--- config.mk ---
export PLATFORM = sky130hd
export DESIGN_NAME = hazard_unit_flat
export DESIGN_NICKNAME = d
export VERILOG_FILES = /design/src/rtl/hazard_if.sv /design/src/rtl/hazard_unit.sv /design/src/flat_wrapper.sv
export SDC_FILE = /design/constraint.sdc
export NUM_CORES = 1
export LEC_CHECK = 0
export CAP_MARGIN = 30
export CORE_ASPECT_RATIO = 0.7
export CORE_UTILIZATION = 49
export CTS_BUF_LIST = sky130_fd_sc_hd__clkbuf_8
export CTS_CLUSTER_DIAMETER = 40
export DETAILED_ROUTE_END_ITERATION = 12
export GPL_ROUTABILITY_DRIVEN = 0
export PLACE_DENSITY = 0.89
export SLEW_MARGIN = 15
export SYNTH_ARGS = -nofsm -noshare
export SYNTH_HDL_FRONTEND = slang
export SYNTH_SLANG_ARGS = --single-unit
--- constraint.sdc ---
create_clock -name clk -period 3 [get_ports clk]
set_input_delay 0.6 -clock clk [delete_from_list [all_inputs] [get_ports clk]]
set_output_delay 0.6 -clock clk [all_outputs]
set_load 0.01 [all_outputs]
--- src/rtl/hazard_if.sv ---
// Bundle between the ID-stage pipeline control and the hazard unit.
interface hazard_if #(
   parameter int unsigned AW    = 5,
   parameter int unsigned CNT_W = 32
);
   logic [AW-1:0]    id_rs;
   logic [AW-1:0]    id_rt;
   logic             id_rs_used;
   logic             id_rt_used;
   logic             id_hilo_use;
   logic             id_md_op;
   logic             exe_wen;
   logic             mem_wen;
   logic             wb_wen;
   logic [AW-1:0]    exe_wnum;
   logic [AW-1:0]    mem_wnum;
   logic [AW-1:0]    wb_wnum;
   logic             exe_is_load;
   logic             md_start;
   logic [1:0]       rs_sel;
   logic [1:0]       rt_sel;
   logic             stall_id;
   logic             bubble_ex;
   logic             md_busy;
   logic [CNT_W-1:0] stall_cnt;

   // Pipeline side: supplies stage state, consumes hazard controls.
   modport master (
      output id_rs, id_rt, id_rs_used, id_rt_used, id_hilo_use, id_md_op,
             exe_wen, mem_wen, wb_wen, exe_wnum, mem_wnum, wb_wnum,
             exe_is_load, md_start,
      input  rs_sel, rt_sel, stall_id, bubble_ex, md_busy, stall_cnt
   );

   // Hazard unit side.
   modport slave (
      input  id_rs, id_rt, id_rs_used, id_rt_used, id_hilo_use, id_md_op,
             exe_wen, mem_wen, wb_wen, exe_wnum, mem_wnum, wb_wnum,
             exe_is_load, md_start,
      output rs_sel, rt_sel, stall_id, bubble_ex, md_busy, stall_cnt
   );
endinterface

--- src/rtl/hazard_unit.sv ---
// Hazard unit for the 5-stage MIPS core: operand forwarding selects,
// load-use and mult/div stalls, and a saturating stall-cycle counter.
module hazard_unit #(
   parameter int unsigned AW         = 5,
   parameter int unsigned MD_LATENCY = 32,
   parameter int unsigned CNT_W      = 32
) (
   input logic     clk,
   input logic     rst,
   hazard_if.slave bus
);
   localparam int unsigned MD_W = $clog2(MD_LATENCY + 1);

   logic [MD_W-1:0]  md_cnt;
   logic [CNT_W-1:0] stall_cnt;
   logic             md_busy;
   logic             lu;
   logic             mds;
   logic             stall;
   logic [1:0]       rs_sel;
   logic [1:0]       rt_sel;

   // Priority select: youngest producer (EXE) wins; r0 is never forwarded.
   function automatic logic [1:0] fwd_sel(
      input logic [AW-1:0] src,
      input logic          e_wen, input logic [AW-1:0] e_num,
      input logic          m_wen, input logic [AW-1:0] m_num,
      input logic          w_wen, input logic [AW-1:0] w_num
   );
      logic nz;
      nz = (src != '0);
      if (e_wen && nz && (src == e_num))      fwd_sel = 2'b01;
      else if (m_wen && nz && (src == m_num)) fwd_sel = 2'b10;
      else if (w_wen && nz && (src == w_num)) fwd_sel = 2'b11;
      else                                    fwd_sel = 2'b00;
   endfunction

   // Forwarding selects and stall detection, same cycle as the inputs.
   always_comb begin
      rs_sel = fwd_sel(bus.id_rs, bus.exe_wen, bus.exe_wnum,
                       bus.mem_wen, bus.mem_wnum, bus.wb_wen, bus.wb_wnum);
      rt_sel = fwd_sel(bus.id_rt, bus.exe_wen, bus.exe_wnum,
                       bus.mem_wen, bus.mem_wnum, bus.wb_wen, bus.wb_wnum);
      lu = bus.exe_wen && bus.exe_is_load && (bus.exe_wnum != '0) &&
           ((bus.id_rs_used && (bus.id_rs == bus.exe_wnum)) ||
            (bus.id_rt_used && (bus.id_rt == bus.exe_wnum)));
      mds   = md_busy && (bus.id_hilo_use || bus.id_md_op);
      stall = lu || mds;
   end

   assign md_busy = (md_cnt != '0);

   // Mult/div occupancy countdown; a launch while busy is ignored.
   always_ff @(posedge clk) begin
      if (rst) begin
         md_cnt <= '0;
      end else if (bus.md_start && !md_busy) begin
         md_cnt <= MD_W'(MD_LATENCY);
      end else if (md_busy) begin
         md_cnt <= md_cnt - MD_W'(1);
      end
   end

   // Stall-cycle counter, saturating at all-ones.
   always_ff @(posedge clk) begin
      if (rst) begin
         stall_cnt <= '0;
      end else if (stall && (stall_cnt != '1)) begin
         stall_cnt <= stall_cnt + CNT_W'(1);
      end
   end

   assign bus.rs_sel    = rs_sel;
   assign bus.rt_sel    = rt_sel;
   assign bus.stall_id  = stall;
   assign bus.bubble_ex = stall;
   assign bus.md_busy   = md_busy;
   assign bus.stall_cnt = stall_cnt;
endmodule

--- src/flat_wrapper.sv ---
// flat-port wrapper written by rule: the top's interface ports become plain ports
module hazard_unit_flat 
#(
   parameter int unsigned AW         = 5,
   parameter int unsigned MD_LATENCY = 32,
   parameter int unsigned CNT_W      = 32
)
  (clk, rst, bus_id_rs, bus_id_rt, bus_id_rs_used, bus_id_rt_used, bus_id_hilo_use, bus_id_md_op, bus_exe_wen, bus_mem_wen, bus_wb_wen, bus_exe_wnum, bus_mem_wnum, bus_wb_wnum, bus_exe_is_load, bus_md_start, bus_rs_sel, bus_rt_sel, bus_stall_id, bus_bubble_ex, bus_md_busy, bus_stall_cnt);
  hazard_if #(.AW(AW), .CNT_W(CNT_W)) bus_i ();
  input logic clk;
  input logic rst;
  input wire logic [$bits(bus_i.id_rs)-1:0] bus_id_rs;
  input wire logic [$bits(bus_i.id_rt)-1:0] bus_id_rt;
  input wire logic [$bits(bus_i.id_rs_used)-1:0] bus_id_rs_used;
  input wire logic [$bits(bus_i.id_rt_used)-1:0] bus_id_rt_used;
  input wire logic [$bits(bus_i.id_hilo_use)-1:0] bus_id_hilo_use;
  input wire logic [$bits(bus_i.id_md_op)-1:0] bus_id_md_op;
  input wire logic [$bits(bus_i.exe_wen)-1:0] bus_exe_wen;
  input wire logic [$bits(bus_i.mem_wen)-1:0] bus_mem_wen;
  input wire logic [$bits(bus_i.wb_wen)-1:0] bus_wb_wen;
  input wire logic [$bits(bus_i.exe_wnum)-1:0] bus_exe_wnum;
  input wire logic [$bits(bus_i.mem_wnum)-1:0] bus_mem_wnum;
  input wire logic [$bits(bus_i.wb_wnum)-1:0] bus_wb_wnum;
  input wire logic [$bits(bus_i.exe_is_load)-1:0] bus_exe_is_load;
  input wire logic [$bits(bus_i.md_start)-1:0] bus_md_start;
  output wire logic [$bits(bus_i.rs_sel)-1:0] bus_rs_sel;
  output wire logic [$bits(bus_i.rt_sel)-1:0] bus_rt_sel;
  output wire logic [$bits(bus_i.stall_id)-1:0] bus_stall_id;
  output wire logic [$bits(bus_i.bubble_ex)-1:0] bus_bubble_ex;
  output wire logic [$bits(bus_i.md_busy)-1:0] bus_md_busy;
  output wire logic [$bits(bus_i.stall_cnt)-1:0] bus_stall_cnt;
  assign bus_i.id_rs = bus_id_rs;
  assign bus_i.id_rt = bus_id_rt;
  assign bus_i.id_rs_used = bus_id_rs_used;
  assign bus_i.id_rt_used = bus_id_rt_used;
  assign bus_i.id_hilo_use = bus_id_hilo_use;
  assign bus_i.id_md_op = bus_id_md_op;
  assign bus_i.exe_wen = bus_exe_wen;
  assign bus_i.mem_wen = bus_mem_wen;
  assign bus_i.wb_wen = bus_wb_wen;
  assign bus_i.exe_wnum = bus_exe_wnum;
  assign bus_i.mem_wnum = bus_mem_wnum;
  assign bus_i.wb_wnum = bus_wb_wnum;
  assign bus_i.exe_is_load = bus_exe_is_load;
  assign bus_i.md_start = bus_md_start;
  assign bus_rs_sel = bus_i.rs_sel;
  assign bus_rt_sel = bus_i.rt_sel;
  assign bus_stall_id = bus_i.stall_id;
  assign bus_bubble_ex = bus_i.bubble_ex;
  assign bus_md_busy = bus_i.md_busy;
  assign bus_stall_cnt = bus_i.stall_cnt;
  hazard_unit #(.AW(AW), .MD_LATENCY(MD_LATENCY), .CNT_W(CNT_W)) u_core (.clk(clk), .rst(rst), .bus(bus_i));
endmodule
==> qor.yml <==
status: "finished, final reports clean"
cts_buffers: 5
final.min_clock_period_ps: 2960
synth_top_flop_cell: "dfxtp_1"
clock_latency_ps: 300
antenna_found_initial: 0
min_to: "u_core.bus.stall_cnt[23]"
synthArstFlopShare_pct: 0
synth_fp_nets: 340
htreeDepth: 2
synthTopCellsByCount: "38 x dfxtp_1, 28 x nor2_1, 24 x xnor2_1, 22 x a21oi_1, 19 x nand2_1"
drv_cap: 0
wirelength_um: 7860
cp_max_fo: 2
clockBufferDepth: 2
viasPerCell: 6.04
fp.coreArea_mm2: 0.00483
synthAdderAreaFrac_pct: 1.50
rows: 21
syn_area_mm2: 0.00250
dpl.hpwl_um: 5580
die_w_um: 87.5
overflow: 0
fillers: 370
multi_input_area_mm2: 0.00171
drc: 0
dieArea_mm2: 0.00541
r2r-start: "u_core.bus.stall_cnt[5]"
worstSetupEndpointType: "output pin"
syn_avg_cell_area_um2: 8.32
timing.reg2reg.setup_slack_ps: 450
synth.area.mux_share_pct: 3.10
p_per_area_mw_per_mm2: 461
ys_ff_latch: 38
synth_xor_area_share_pct: 12.9
die_y_um: 61.8
final_util_pct: 74.1
crit_type: "input port to output pin"
drt_iter0_drc: 299
seq_power_share_pct: 35.7
ios: 75
path_clk_slew_ps: 80
grt_max_degree: 45
switching_share_pct: 36.6
grt_use_total_pct: 29.6
grt_pass1_vias: 2411
pwr-share-clk_pct: 22.7
worstHoldPathCells: 2
rr_endpoint: "u_core.bus.stall_cnt[29]"
synth-simple-area-share_pct: 32.2
ys_seq_area_share_pct: 30.4
p_leak_nw: 1.26
netlist_instances: 301
fmax_ghz: 0.338
nets: 431
synth_top_family_by_area: "simple AND/OR/NAND/NOR gates"
fin_skew_ps: 8.96
hp-start: "u_core.bus.stall_cnt[23]"
yosysTopAreaCell: "dfxtp_1"
yosysMostFrequentCell: "dfxtp_1"
worstPathRequired_ps: 2400
synthTopCellsByArea: "dfxtp_1 30%, xnor2_1 8.4%, xor2_1 4.5%"
regArea_um2: 761
cts_root_buf: "clkbuf_8"
synth_cell_types: 50
power_switching_uw: 604
antenna_cells: 0
rsz0062_at_grt: "false"
initial_core_util_pct: 51.8
startpoint_type: "input port"
numPortBuffers: 74
hp-class: "flop to flop"
setup_violations: 0
worstMarginPinSlew_ps: 751
ctsHoldBuffers: 0
cts.sinks: 38
slew_viol_final: 0
relSlewSlack_pct: 49.8
pwr-share-comb_pct: 41.7
arrival_ps: 2360
period_share_pct: 98.6
ys_warn_count: 0
irDropWorstVdd_v: 0.000240
synth_top_area_share_pct: 30.4
synth_compound_area_share_pct: 16.0
finalHoldViolations: 0
r2r_cells: 6
grt_pass1_wl_um: 12000
syn_to_final_growth_pct: 43.0
avgRoutedWirePerCell_um: 17.0
cts_tree: "built"
ant_nets: 0
whs_ps: 502
drive_above_1_share_pct: 17.0
intPower_mw: 1.05
synth_edf_count: 0
num_vias: 2791
dr.pass1.iters: 5
metal layers:
layer,vias to the layer above,GRT usage (%),part of all wire [%],wire [um]
met5,-,0,0,0
met4,0,12.2,2.3,182
met3,24,6.74,8.4,657
met2,148,47.9,45,3520
met1,1314,38.8,44,3500
li1,1305,-,-,-
sequential cells by signal, indices dropped and copies added (netlist names):
signal	cells
u_core.bus.stall_cnt	32
u_core.md_cnt	6
per-stage QoR:
step	setup TNS [ps]	cells	area [um^2]	power [mW]	setup WS (ps)
final	0	462	3580	1.65	41.8
after floorplan	0	301	2500	0.987	526
after CTS	0	462	3580	1.64	7.00
after global placement	-1390	452	3430	1.25	-268
after detailed placement	-1800	452	3430	1.28	-337
after global routing	0	462	3580	1.74	4.40
critical path, stage by stage:
cell,delay (ps)
clkdlybuf4s50_1,510
buf_4,150
xnor2_1,110
nand3_1,130
nor4b_2,360
buf_4,180
nor2_1,40
dlygate4sd2_1,280
placed cells by master (no fill, tap or decap), types with 3 or more instances in the layout:
master / n
o21ai_0: 6
or4b_1: 5
buf_4: 22
o211ai_1: 3
nor3_1: 8
nand2_1: 19
and4_4: 3
dlygate4sd2_1: 14
o31ai_1: 8
a21oi_1: 22
and2_1: 3
dfxtp_1: 38
mux2_2: 6
o41ai_1: 6
and3_1: 3
or3_1: 6
xnor2_1: 22
nand4_1: 12
clkbuf_8: 6
or4_1: 12
nor2_1: 27
nor2b_1: 8
clkdlybuf4s50_1: 58
nand3_1: 9
inv_1: 7
ha_1: 3
xor2_1: 13
power by group through the flow:
stage / combinational (mW) / clock, mW / sequential, mW
2_1_floorplan: 0.392 / 0 / 0.595
3_3_place_gp: 0.653 / 0 / 0.597
3_5_place_dp: 0.677 / 0 / 0.598
4_1_cts: 0.677 / 0.378 / 0.588
5_1_grt: 0.747 / 0.395 / 0.593
6_report: 0.688 / 0.374 / 0.589
cell families after synthesis:
logic type / after synthesis
buf+inv: 21
mux: 7
simple gates: 136
fa+ha+maj: 3
xor+xnor: 37
compound gates: 59
flops: 38
cell type report:
cell class                 instances  share of cell area, %
clock buffer                       6                   2.31
clock inverter                     2                  0.349
inverter                           8                  0.839
multi-input combinational        242                   47.8
sequential                        38                   21.2
tap                               69                   2.41
timing repair buffer              97                   25.1
worst max-delay path by stage:
stage	from	endpoint	slack (ps)	cells after the start
6_report	bus_exe_wnum[1]	bus_rt_sel[1]	40	8
5_1_grt	bus_exe_wnum[1]	bus_rt_sel[1]	4	8
4_1_cts	bus_exe_wnum[1]	bus_stall_id	7	6
3_5_place_dp	bus_id_rs[4]	bus_rs_sel[1]	-340	7
3_3_place_gp	bus_id_rs[2]	bus_rs_sel[1]	-270	7
2_1_floorplan	bus_exe_wnum[1]	bus_stall_id	530	5
timing repair:
item,4_1_cts,5_1_grt
endpoints found under the setup margin,6,3
pin swaps,3,1
setup buffers,2,0
resized for setup,27,5
No activity file was read; power rests on OpenSTA's default activity.
